$ cat src/rtl/decode.sv
// ----------------------------------------------------------------------------
// decode -- RV32I decode stage.
//
// Takes the fetch stage's registered instruction, reads the 32x32 integer
// register file (owned here, with a write-through bypass from writeback),
// builds the sign-extended immediate and control bits, and registers the
// result into the decode->execute pipeline register.
//
// Ports:
//   clk, reset           clock; asynchronous active-low reset
//   pcD, instrD, validD  instruction from fetch (validD=0 is a bubble)
//   stallD               hold the decode->execute register
//   flushE               load a bubble into the decode->execute register
//   wbEnW, wbRdW, wbDataW  register file write port from writeback
//   *E                   registered decode results for execute
// ----------------------------------------------------------------------------
module decode #(
  parameter int REGS_POWER = 5
) (
  input  logic        clk,
  input  logic        reset,
  input  logic [31:0] pcD,
  input  logic [31:0] instrD,
  input  logic        validD,
  input  logic        stallD,
  input  logic        flushE,
  input  logic        wbEnW,
  input  logic [4:0]  wbRdW,
  input  logic [31:0] wbDataW,
  output logic [31:0] pcE,
  output logic [31:0] rs1ValE,
  output logic [31:0] rs2ValE,
  output logic [31:0] immE,
  output logic [4:0]  rs1E,
  output logic [4:0]  rs2E,
  output logic [4:0]  rdE,
  output logic [6:0]  opE,
  output logic [2:0]  funct3E,
  output logic        funct7bE,
  output logic        regWriteE,
  output logic        memReadE,
  output logic        memWriteE,
  output logic        branchE,
  output logic        jumpE,
  output logic        aluSrcE,
  output logic        illegalE,
  output logic        validE
);

  localparam int NREGS = 1 << REGS_POWER;

  localparam logic [6:0] OP_LUI    = 7'b0110111;
  localparam logic [6:0] OP_AUIPC  = 7'b0010111;
  localparam logic [6:0] OP_JAL    = 7'b1101111;
  localparam logic [6:0] OP_JALR   = 7'b1100111;
  localparam logic [6:0] OP_BRANCH = 7'b1100011;
  localparam logic [6:0] OP_LOAD   = 7'b0000011;
  localparam logic [6:0] OP_STORE  = 7'b0100011;
  localparam logic [6:0] OP_IMM    = 7'b0010011;
  localparam logic [6:0] OP_OP     = 7'b0110011;

  typedef struct packed {
    logic [31:0] pc;
    logic [31:0] rs1_val;
    logic [31:0] rs2_val;
    logic [31:0] imm;
    logic [4:0]  rs1;
    logic [4:0]  rs2;
    logic [4:0]  rd;
    logic [6:0]  op;
    logic [2:0]  funct3;
    logic        funct7b;
    logic        reg_write;
    logic        mem_read;
    logic        mem_write;
    logic        branch;
    logic        jump;
    logic        alu_src;
    logic        illegal;
    logic        vld;
  } ex_t;

  logic [31:0] rf [NREGS];

  logic [4:0]  rs1_p0, rs2_p0, rd_p0;
  logic [6:0]  op_p0;
  logic [31:0] rs1_val_p0, rs2_val_p0;
  ex_t         dec_p0;
  ex_t         ex_p1;

  assign rs1_p0 = instrD[19:15];
  assign rs2_p0 = instrD[24:20];
  assign rd_p0  = instrD[11:7];
  assign op_p0  = instrD[6:0];

  // Register file write port; x0 is never written.
  always_ff @(posedge clk or negedge reset) begin
    if (!reset) begin
      for (int i = 0; i < NREGS; i++) rf[i] <= '0;
    end else if (wbEnW && (wbRdW != 5'd0)) begin
      rf[wbRdW[REGS_POWER-1:0]] <= wbDataW;
    end
  end

  // Read ports: x0 forced to zero, same-cycle writeback bypassed through so
  // decode never sees a stale value for the instruction retiring this cycle.
  always_comb begin
    rs1_val_p0 = rf[rs1_p0[REGS_POWER-1:0]];
    rs2_val_p0 = rf[rs2_p0[REGS_POWER-1:0]];
    if (wbEnW && (wbRdW != 5'd0) && (wbRdW == rs1_p0)) rs1_val_p0 = wbDataW;
    if (wbEnW && (wbRdW != 5'd0) && (wbRdW == rs2_p0)) rs2_val_p0 = wbDataW;
    if (rs1_p0 == 5'd0) rs1_val_p0 = '0;
    if (rs2_p0 == 5'd0) rs2_val_p0 = '0;
  end

  // Stage p0: immediate and control decode.
  always_comb begin
    dec_p0         = '0;
    dec_p0.pc      = pcD;
    dec_p0.rs1_val = rs1_val_p0;
    dec_p0.rs2_val = rs2_val_p0;
    dec_p0.rs1     = rs1_p0;
    dec_p0.rs2     = rs2_p0;
    dec_p0.rd      = rd_p0;
    dec_p0.op      = op_p0;
    dec_p0.funct3  = instrD[14:12];
    dec_p0.funct7b = instrD[30];
    dec_p0.vld     = 1'b1;
    case (op_p0)
      OP_LUI, OP_AUIPC: begin
        dec_p0.imm       = {instrD[31:12], 12'b0};
        dec_p0.reg_write = 1'b1;
        dec_p0.alu_src   = 1'b1;
      end
      OP_JAL: begin
        dec_p0.imm       = {{12{instrD[31]}}, instrD[19:12], instrD[20],
                            instrD[30:21], 1'b0};
        dec_p0.reg_write = 1'b1;
        dec_p0.jump      = 1'b1;
        dec_p0.alu_src   = 1'b1;
      end
      OP_JALR: begin
        dec_p0.imm       = {{20{instrD[31]}}, instrD[31:20]};
        dec_p0.reg_write = 1'b1;
        dec_p0.jump      = 1'b1;
        dec_p0.alu_src   = 1'b1;
      end
      OP_BRANCH: begin
        dec_p0.imm    = {{20{instrD[31]}}, instrD[7], instrD[30:25],
                         instrD[11:8], 1'b0};
        dec_p0.branch = 1'b1;
      end
      OP_LOAD: begin
        dec_p0.imm       = {{20{instrD[31]}}, instrD[31:20]};
        dec_p0.reg_write = 1'b1;
        dec_p0.mem_read  = 1'b1;
        dec_p0.alu_src   = 1'b1;
      end
      OP_STORE: begin
        dec_p0.imm       = {{20{instrD[31]}}, instrD[31:25], instrD[11:7]};
        dec_p0.mem_write = 1'b1;
        dec_p0.alu_src   = 1'b1;
      end
      OP_IMM: begin
        dec_p0.imm       = {{20{instrD[31]}}, instrD[31:20]};
        dec_p0.reg_write = 1'b1;
        dec_p0.alu_src   = 1'b1;
      end
      OP_OP: begin
        dec_p0.reg_write = 1'b1;
      end
      default: begin
        dec_p0.illegal = 1'b1;
      end
    endcase
    // Writes to x0 are architecturally dropped, so don't request them.
    if (rd_p0 == 5'd0) dec_p0.reg_write = 1'b0;
    if (!validD) dec_p0 = '0;
  end

  // Stage p1: decode->execute register (flush beats stall beats load).
  always_ff @(posedge clk or negedge reset) begin
    if (!reset) begin
      ex_p1 <= '0;
    end else if (flushE) begin
      ex_p1 <= '0;
    end else if (!stallD) begin
      ex_p1 <= dec_p0;
    end
  end

  assign pcE       = ex_p1.pc;
  assign rs1ValE   = ex_p1.rs1_val;
  assign rs2ValE   = ex_p1.rs2_val;
  assign immE      = ex_p1.imm;
  assign rs1E      = ex_p1.rs1;
  assign rs2E      = ex_p1.rs2;
  assign rdE       = ex_p1.rd;
  assign opE       = ex_p1.op;
  assign funct3E   = ex_p1.funct3;
  assign funct7bE  = ex_p1.funct7b;
  assign regWriteE = ex_p1.reg_write;
  assign memReadE  = ex_p1.mem_read;
  assign memWriteE = ex_p1.mem_write;
  assign branchE   = ex_p1.branch;
  assign jumpE     = ex_p1.jump;
  assign aluSrcE   = ex_p1.alu_src;
  assign illegalE  = ex_p1.illegal;
  assign validE    = ex_p1.vld;

endmodule

$ cat config.mk
export PLATFORM = sky130hd
export DESIGN_NAME = decode
export DESIGN_NICKNAME = d
export VERILOG_FILES = /design/src/rtl/decode.sv
export SDC_FILE = /design/constraint.sdc
export NUM_CORES = 2
export LEC_CHECK = 0
export BUFFER_PORTS_ARGS = -buffer_cell sky130_fd_sc_hd__buf_4
export CORE_MARGIN = 5
export CORE_UTILIZATION = 64
export CTS_BUF_LIST = sky130_fd_sc_hd__clkbuf_8
export DETAILED_ROUTE_END_ITERATION = 6
export PLACE_DENSITY = 0.89
export SYNTH_ARGS = -nofsm -noshare
export SYNTH_HDL_FRONTEND = slang
export SYNTH_SLANG_ARGS = --single-unit
export TNS_END_PERCENT = 50
$ cat constraint.sdc
create_clock -name clk -period 2.1 [get_ports clk]
set_input_delay 0.525 -clock clk [delete_from_list [all_inputs] [get_ports clk]]
set_output_delay 0.525 -clock clk [all_outputs]
set_load 0.05 [all_outputs]
=== Word-level counts from Yosys, hierarchy flattened ===
Index checks and enable logic that the tools add are counted.

* Register bits: 1186
* Input bits: 107
* Word-level logic and storage cells: 108

* Order comparisons: 4
* Equality and inequality tests: 12
* Mux-type cells: 25
* Bitwise operators: 3
* Reductions and logical operators: 14

{| class="wikitable"
|+ Operator list
! kind !! number
|-
| $bwmux W1024 || 1
|-
| $mux W162 || 3
|-
| $bmux W32 S5 || 2
|-
| $mux W32 || 9
|-
| $demux W32 S5 || 1
|-
| $pmux W32 S5 || 1
|-
| $eq A7 B6 Y1 const B || 3
|-
| $eq A7 B7 Y1 const B || 3
|-
| $ge A6 B6 Y1 const B || 3
|-
| $not A5 Y6 || 3
|-
| $logic_not A5 Y1 || 3
|-
| $eq A7 B5 Y1 const B || 2
|-
| $reduce_or A7 Y1 || 2
|-
| $eq A5 B5 Y1 || 2
|-
| $reduce_or A9 Y1 || 1
|-
| $mux W1 || 8
|-
| $eq A7 B2 Y1 const B || 1
|-
| $lt A6 B1 Y1 const B || 1
|-
| $reduce_bool A5 Y1 || 1
|-
| $logic_and A1 B1 Y1 || 4
|-
| $reduce_or A2 Y1 || 2
|-
| $reduce_or A3 Y1 || 1
|-
| $ne A2 B1 Y1 const B || 1
|}

=== Logic depth before layout (Yosys ltp) ===
* Depth after elaboration: 9
* Depth in mapped cells: 10
* Mapped depth without buffers: 5

=== Worst setup path before layout ===
OpenSTA, ideal clock, no wires.

* Kind: input to register
* Start point: input port instrD[20]
* End point: register ex_p1, in the netlist rs2ValE[26]
* Setup time: 0.130 ns
* Arrival time: 2.397 ns
* Data required time: 1.970 ns
* Path slack: -0.426 ns
* Stages: 7
* Cells stage by stage: clkbuf_1 > clkbuf_1 > buf_2 > mux4_2 > mux4_2 > mux2i_1 > o21ai_1

* Cells in the longest elaborated chain, start to end: 9
* Elaborated cells on any way between the ends: 12

{| class="wikitable"
|+ RTL lines
! element !! RTL line !! RTL
|-
| from (decl) || 23 || <nowiki>input logic [31:0] instrD,</nowiki>
|-
| $not A5 Y6 (not written as such) || 109 || <nowiki>rs2_val_p0 = rf[rs2_p0[REGS_POWER-1:0]];</nowiki>
|-
| $bmux W32 S5 || 109 ||
|-
| $mux W32 (not written as such) (2 in a row) || 109 ||
|-
| $mux W32 || 111 || <nowiki>if (wbEnW && (wbRdW != 5'd0) && (wbRdW == rs2_p0)) rs2_val_p0 = wbDataW;</nowiki>
|-
| $mux W32 * || 113 || <nowiki>if (rs2_p0 == 5'd0) rs2_val_p0 = '0;</nowiki>
|-
| $mux W162 * || 178 || <nowiki>if (!validD) dec_p0 = '0;</nowiki>
|-
| $mux W162 * || 187 || <nowiki>end else if (!stallD) begin</nowiki>
|-
| $mux W162 * || 185 || <nowiki>end else if (flushE) begin</nowiki>
|-
| to (signal assigned) || 188 || <nowiki>ex_p1 <= dec_p0;</nowiki>
|-
| to (decl) || 89 || <nowiki>ex_t ex_p1;</nowiki>
|}

Mark *: on every way between the ends. The rest lies on a longest branch, timed or not. The select of a mux whose other input is x is not followed.
A chain may end at the register's enable or synchronous reset.

=== Worst setup path in the final report ===
* Start point: register rf[78] (netlist bit)
* End point: register ex_p1, in the netlist rs1ValE[14]

* Cells in the longest elaborated chain, start to end: 8

{| class="wikitable"
|+ RTL lines
! element !! RTL line !! RTL
|-
| from (decl) || 83 || <nowiki>logic [31:0] rf [NREGS];</nowiki>
|-
| from (signal, indexed assignment) || 101 || <nowiki>rf[wbRdW[REGS_POWER-1:0]] <= wbDataW;</nowiki>
|-
| $bmux W32 S5 || 108 || <nowiki>rs1_val_p0 = rf[rs1_p0[REGS_POWER-1:0]];</nowiki>
|-
| $mux W32 (not written as such) (2 in a row) || 108 ||
|-
| $mux W32 || 110 || <nowiki>if (wbEnW && (wbRdW != 5'd0) && (wbRdW == rs1_p0)) rs1_val_p0 = wbDataW;</nowiki>
|-
| $mux W32 || 112 || <nowiki>if (rs1_p0 == 5'd0) rs1_val_p0 = '0;</nowiki>
|-
| $mux W162 || 178 ||
|-
| $mux W162 || 187 ||
|-
| $mux W162 || 185 ||
|}

No other way between the ends. The select of a mux whose other input is x is not followed.

==> summary.txt <==
Routing
  • Via count: 45705
  • DRC viols: 15
  • WL final: 217000 µm
  • Routed wire per std cell: 36.5 µm
  • Via/cell ratio: 7.69
  • ANT nets after route: 0
  • Drt pass-1 iters: 7
  • Initial DRC Count: 7093

Clock tree
  • Clk_lat worst skew: 0.88 ns
  • Max Buffers Root-to-Sink: 3
  • CTS sink count: 1186
  • TritonCTS buffer count: 193
  • CTS tree: done
  • CTS clk-pin slew, worst paths: 0.07 ns
  • Root Buffer: clkbuf_8
  • CTS H-tree depth: 4

Yosys
  • Synth unique cells: 62
  • Synthesized cell area: 60500 µm²
  • Most common library cells after synthesis: dfrtp_1, mux2_2, mux4_2
  • Leading post-synthesis cells by cell area: dfrtp_1, mux4_2, mux2_2
  • Synth Register Bits: 1186
  • Seq/Total Area, Yosys: 49.1%
  • Syn avg cell area: 15.1 µm²
  • Number of synthesized flops with an enable pin: 0
  • Top cell type's share of synthesized area: 49.1%
  • Asr flop ratio synth: 100%
  • Ys flop type: dfrtp_1
  • Most common cell in the netlist: dfrtp_1
  • Synth Net Count: 4116
  • Yosys top cell by area: dfrtp_1
  • Ys Warns: 0
  • Mapped Cells: 4009

Setup path
  • CP Class: reg -> reg
  • Worst EP required: 2.86 ns
  • Critical Path AT: 2.88 ns
  • Cells on worst reg2reg path: 5
  • CP max FO: 3
  • R2R Path Start: rf[78]
  • R2r endpoint: rs1ValE[14]
  • R2r setup slk: -0.02 ns
  • Worst setup EP type: flop
  • Startpoint Class: flop

Min path
  • Hold_sp: wbDataW[27]
  • Hold WC Path Type: in -> reg
  • Worst Hold End: rf[635]
  • Worst hold stages: 2

Timing
  • RSZ-0062 raised after global routing: true
  • Final Setup Violations: 3
  • Final period util: 101%
  • Peak Freq: 0.472 GHz
  • Relative slew slack: 21.6%
  • Min Hold Slack: 0.135 ns
  • Slack of the critical path: -0.0181 ns
  • Final Hold Viols: 0
  • Worst-Margin Slew: 1.17 ns
  • Post-route minimum period: 2.12 ns
  • Max Clock Skew: 0.0396 ns
  • Max-slew violations: 0

GRT
  • Initial antenna violation count: 16
  • Gr usage total: 42.7%
  • Largest net degree at the start of global routing: 82
  • First-pass GRT wire length: 315000 µm
  • Vias in the first global route: 48114
  • GRT Residual Overflow: 0

Floorplanning
  • Initial Utilization: 64.6%
  • Die W: 317 µm
  • Core Footprint: 93600 µm²
  • DIE AREA: 101000 µm²
  • Die Y: 317 µm
  • Rows: 112
  • Ports: 269

Status
  • Status: finished, violations left
  • Violated checks: design-rule violations, negative setup slack

Layout
  • Area delta synth->final: 20.1%
  • Fin area: 72600 µm²
  • Nets@finish: 4623
  • Share of cells above drive strength 1: 54.7%

Power
  • Int Pwr: 45.5 mW
  • Sw frac: 29.6%
  • Switch Pwr: 19.1 mW
  • Comb power frac: 20.8%
  • Clock power frac: 32.5%
  • Leak pwr: 32.4 nW
  • Seq pwr share: 46.8%
  • Cell Pwr Density: 889 nW/µm²
  • Maximum VDD drop: 0.677 mV

Place
  • Placed cell areas: 67800 µm²
  • GPL Wtd Cong: 0.935
  • HPWL after detailed placement: 132000 µm
  • IO Port Bufs: 268

Job
  • Max-capacitance violation count: 0
[area by class of cell]
cell class              instances  area, µm²
fillers                      4690      21000
repair buffers                774       8030
inverters                       1       3.75
clock buffers                 245       3370
flip-flops and latches       1186      29700
multi-input cells            2360      29300
diodes                         16       40.0
well taps                    1254       1570
clock inverters               105        604
[per-stage QoR]
step	utilization, %	cells	total power [mW]	setup WS, ns	TNS, ns
after floorplan	-	4009	38.3	-0.227	-16.98
after global placement	72.5	5513	41.8	-0.577	-81.36
after detailed placement	72.5	5513	42.9	-0.651	-124.10
after CTS	77.5	5924	63.8	-0.0368	-0.0642
after global routing	77.5	5935	66.4	-0.0545	-0.0996
final	77.5	5941	64.6	-0.0181	-0.0305
[worst max-delay path: stages, from the launching register on]
cell	delay, ns
dfrtp_1	0.42
mux4_2	0.51
a22o_1	0.28
a2111oi_2	0.38
nor4_1	0.13
a221o_1	0.29
[flip-flops by register name, indices dropped and copies added, names as in the netlist, 3 cells and up]
register  count
funct3E       3
immE         32
opE           7
pcE          32
rdE           5
rf         1024
rs1E          5
rs1ValE      32
rs2E          5
rs2ValE      32
[cells by family (layout without fill, tap and decap cells)]
logic type / Yosys count / in the layout / share of synthesized area (%)
mux: 1644 / 1644 / 39.1
flops: 1186 / 1186 / 49.1
compound gates: 477 / 477 / 6.41
buf+inv: 463 / 1125 / 3.30
simple gates: 229 / 229 / 1.94
xor+xnor: 10 / 10 / 0.145
other cells: 0 / 16 / 0
[how the worst max path moves through the flow]
stage / end / slack [ns] / cells past startpoint / from
floorplan: rs1ValE[26] / -0.23 / 8 / instrD[15]
global placement: rs1ValE[14] / -0.58 / 7 / instrD[15]
detailed placement: rs1ValE[20] / -0.65 / 9 / instrD[15]
CTS: rs1ValE[7] / -0.04 / 1 / rs1ValE[7]
global route: rs1ValE[14] / -0.05 / 5 / rf[78]
finish: rs1ValE[14] / -0.02 / 5 / rf[78]
[placed cells by master, fill, tap and decap left out, types with 13 or more instances in the layout]
cell / count
o21ai_1: 26
mux2_2: 927
nand2_1: 66
a22o_1: 100
a32oi_1: 27
nor2_1: 13
mux4_2: 472
buf_4: 533
buf_12: 156
diode_2: 16
mux2i_1: 145
dfrtp_2: 19
o21ai_0: 30
nor4_1: 32
a2111oi_2: 32
clkinv_2: 37
inv_1: 52
mux2_1: 96
buf_6: 26
nand4_1: 20
o22ai_1: 33
dlygate4sd3_1: 55
a2bb2oi_1: 18
clkbuf_8: 245
a221oi_2: 24
a21oi_1: 30
a22oi_1: 59
a221o_1: 40
o221ai_1: 32
nor2_4: 17
dfrtp_1: 1167
nand2_2: 15
[power groups by stage]
| stage | Combinational (mW) | Sequential, mW | Clock, mW |
|---|---|---|---|
| floorplan | 9.12 | 29.2 | 0 |
| global placement | 12.2 | 29.6 | 0 |
| detailed placement | 12.8 | 30.1 | 0 |
| CTS | 13.2 | 29.8 | 20.8 |
| global route | 14.1 | 30.4 | 21.9 |
| finish | 13.4 | 30.2 | 21.0 |
[timing repair]
| action | 4_1_cts | 5_1_grt |
|---|---|---|
| setup buffers | 6 | 1 |
| pin swaps | 0 | 0 |
| endpoints found under the setup margin | 24 | 8 |
| gates resized for setup | 40 | 4 |
| hold buffers | 55 | 0 |
| endpoints found under the hold margin | 538 | 0 |
[metal layers]
layer  wire length, µm  up-vias  global-route usage, %
li1                  -    16767                      -
met1             69100    22978                   51.5
met2             94400     4492                   61.9
met3             32800     1460                   17.7
met4             20200        8                   31.7
met5               138        -                  0.677
(Power assumes the default switching activity.)
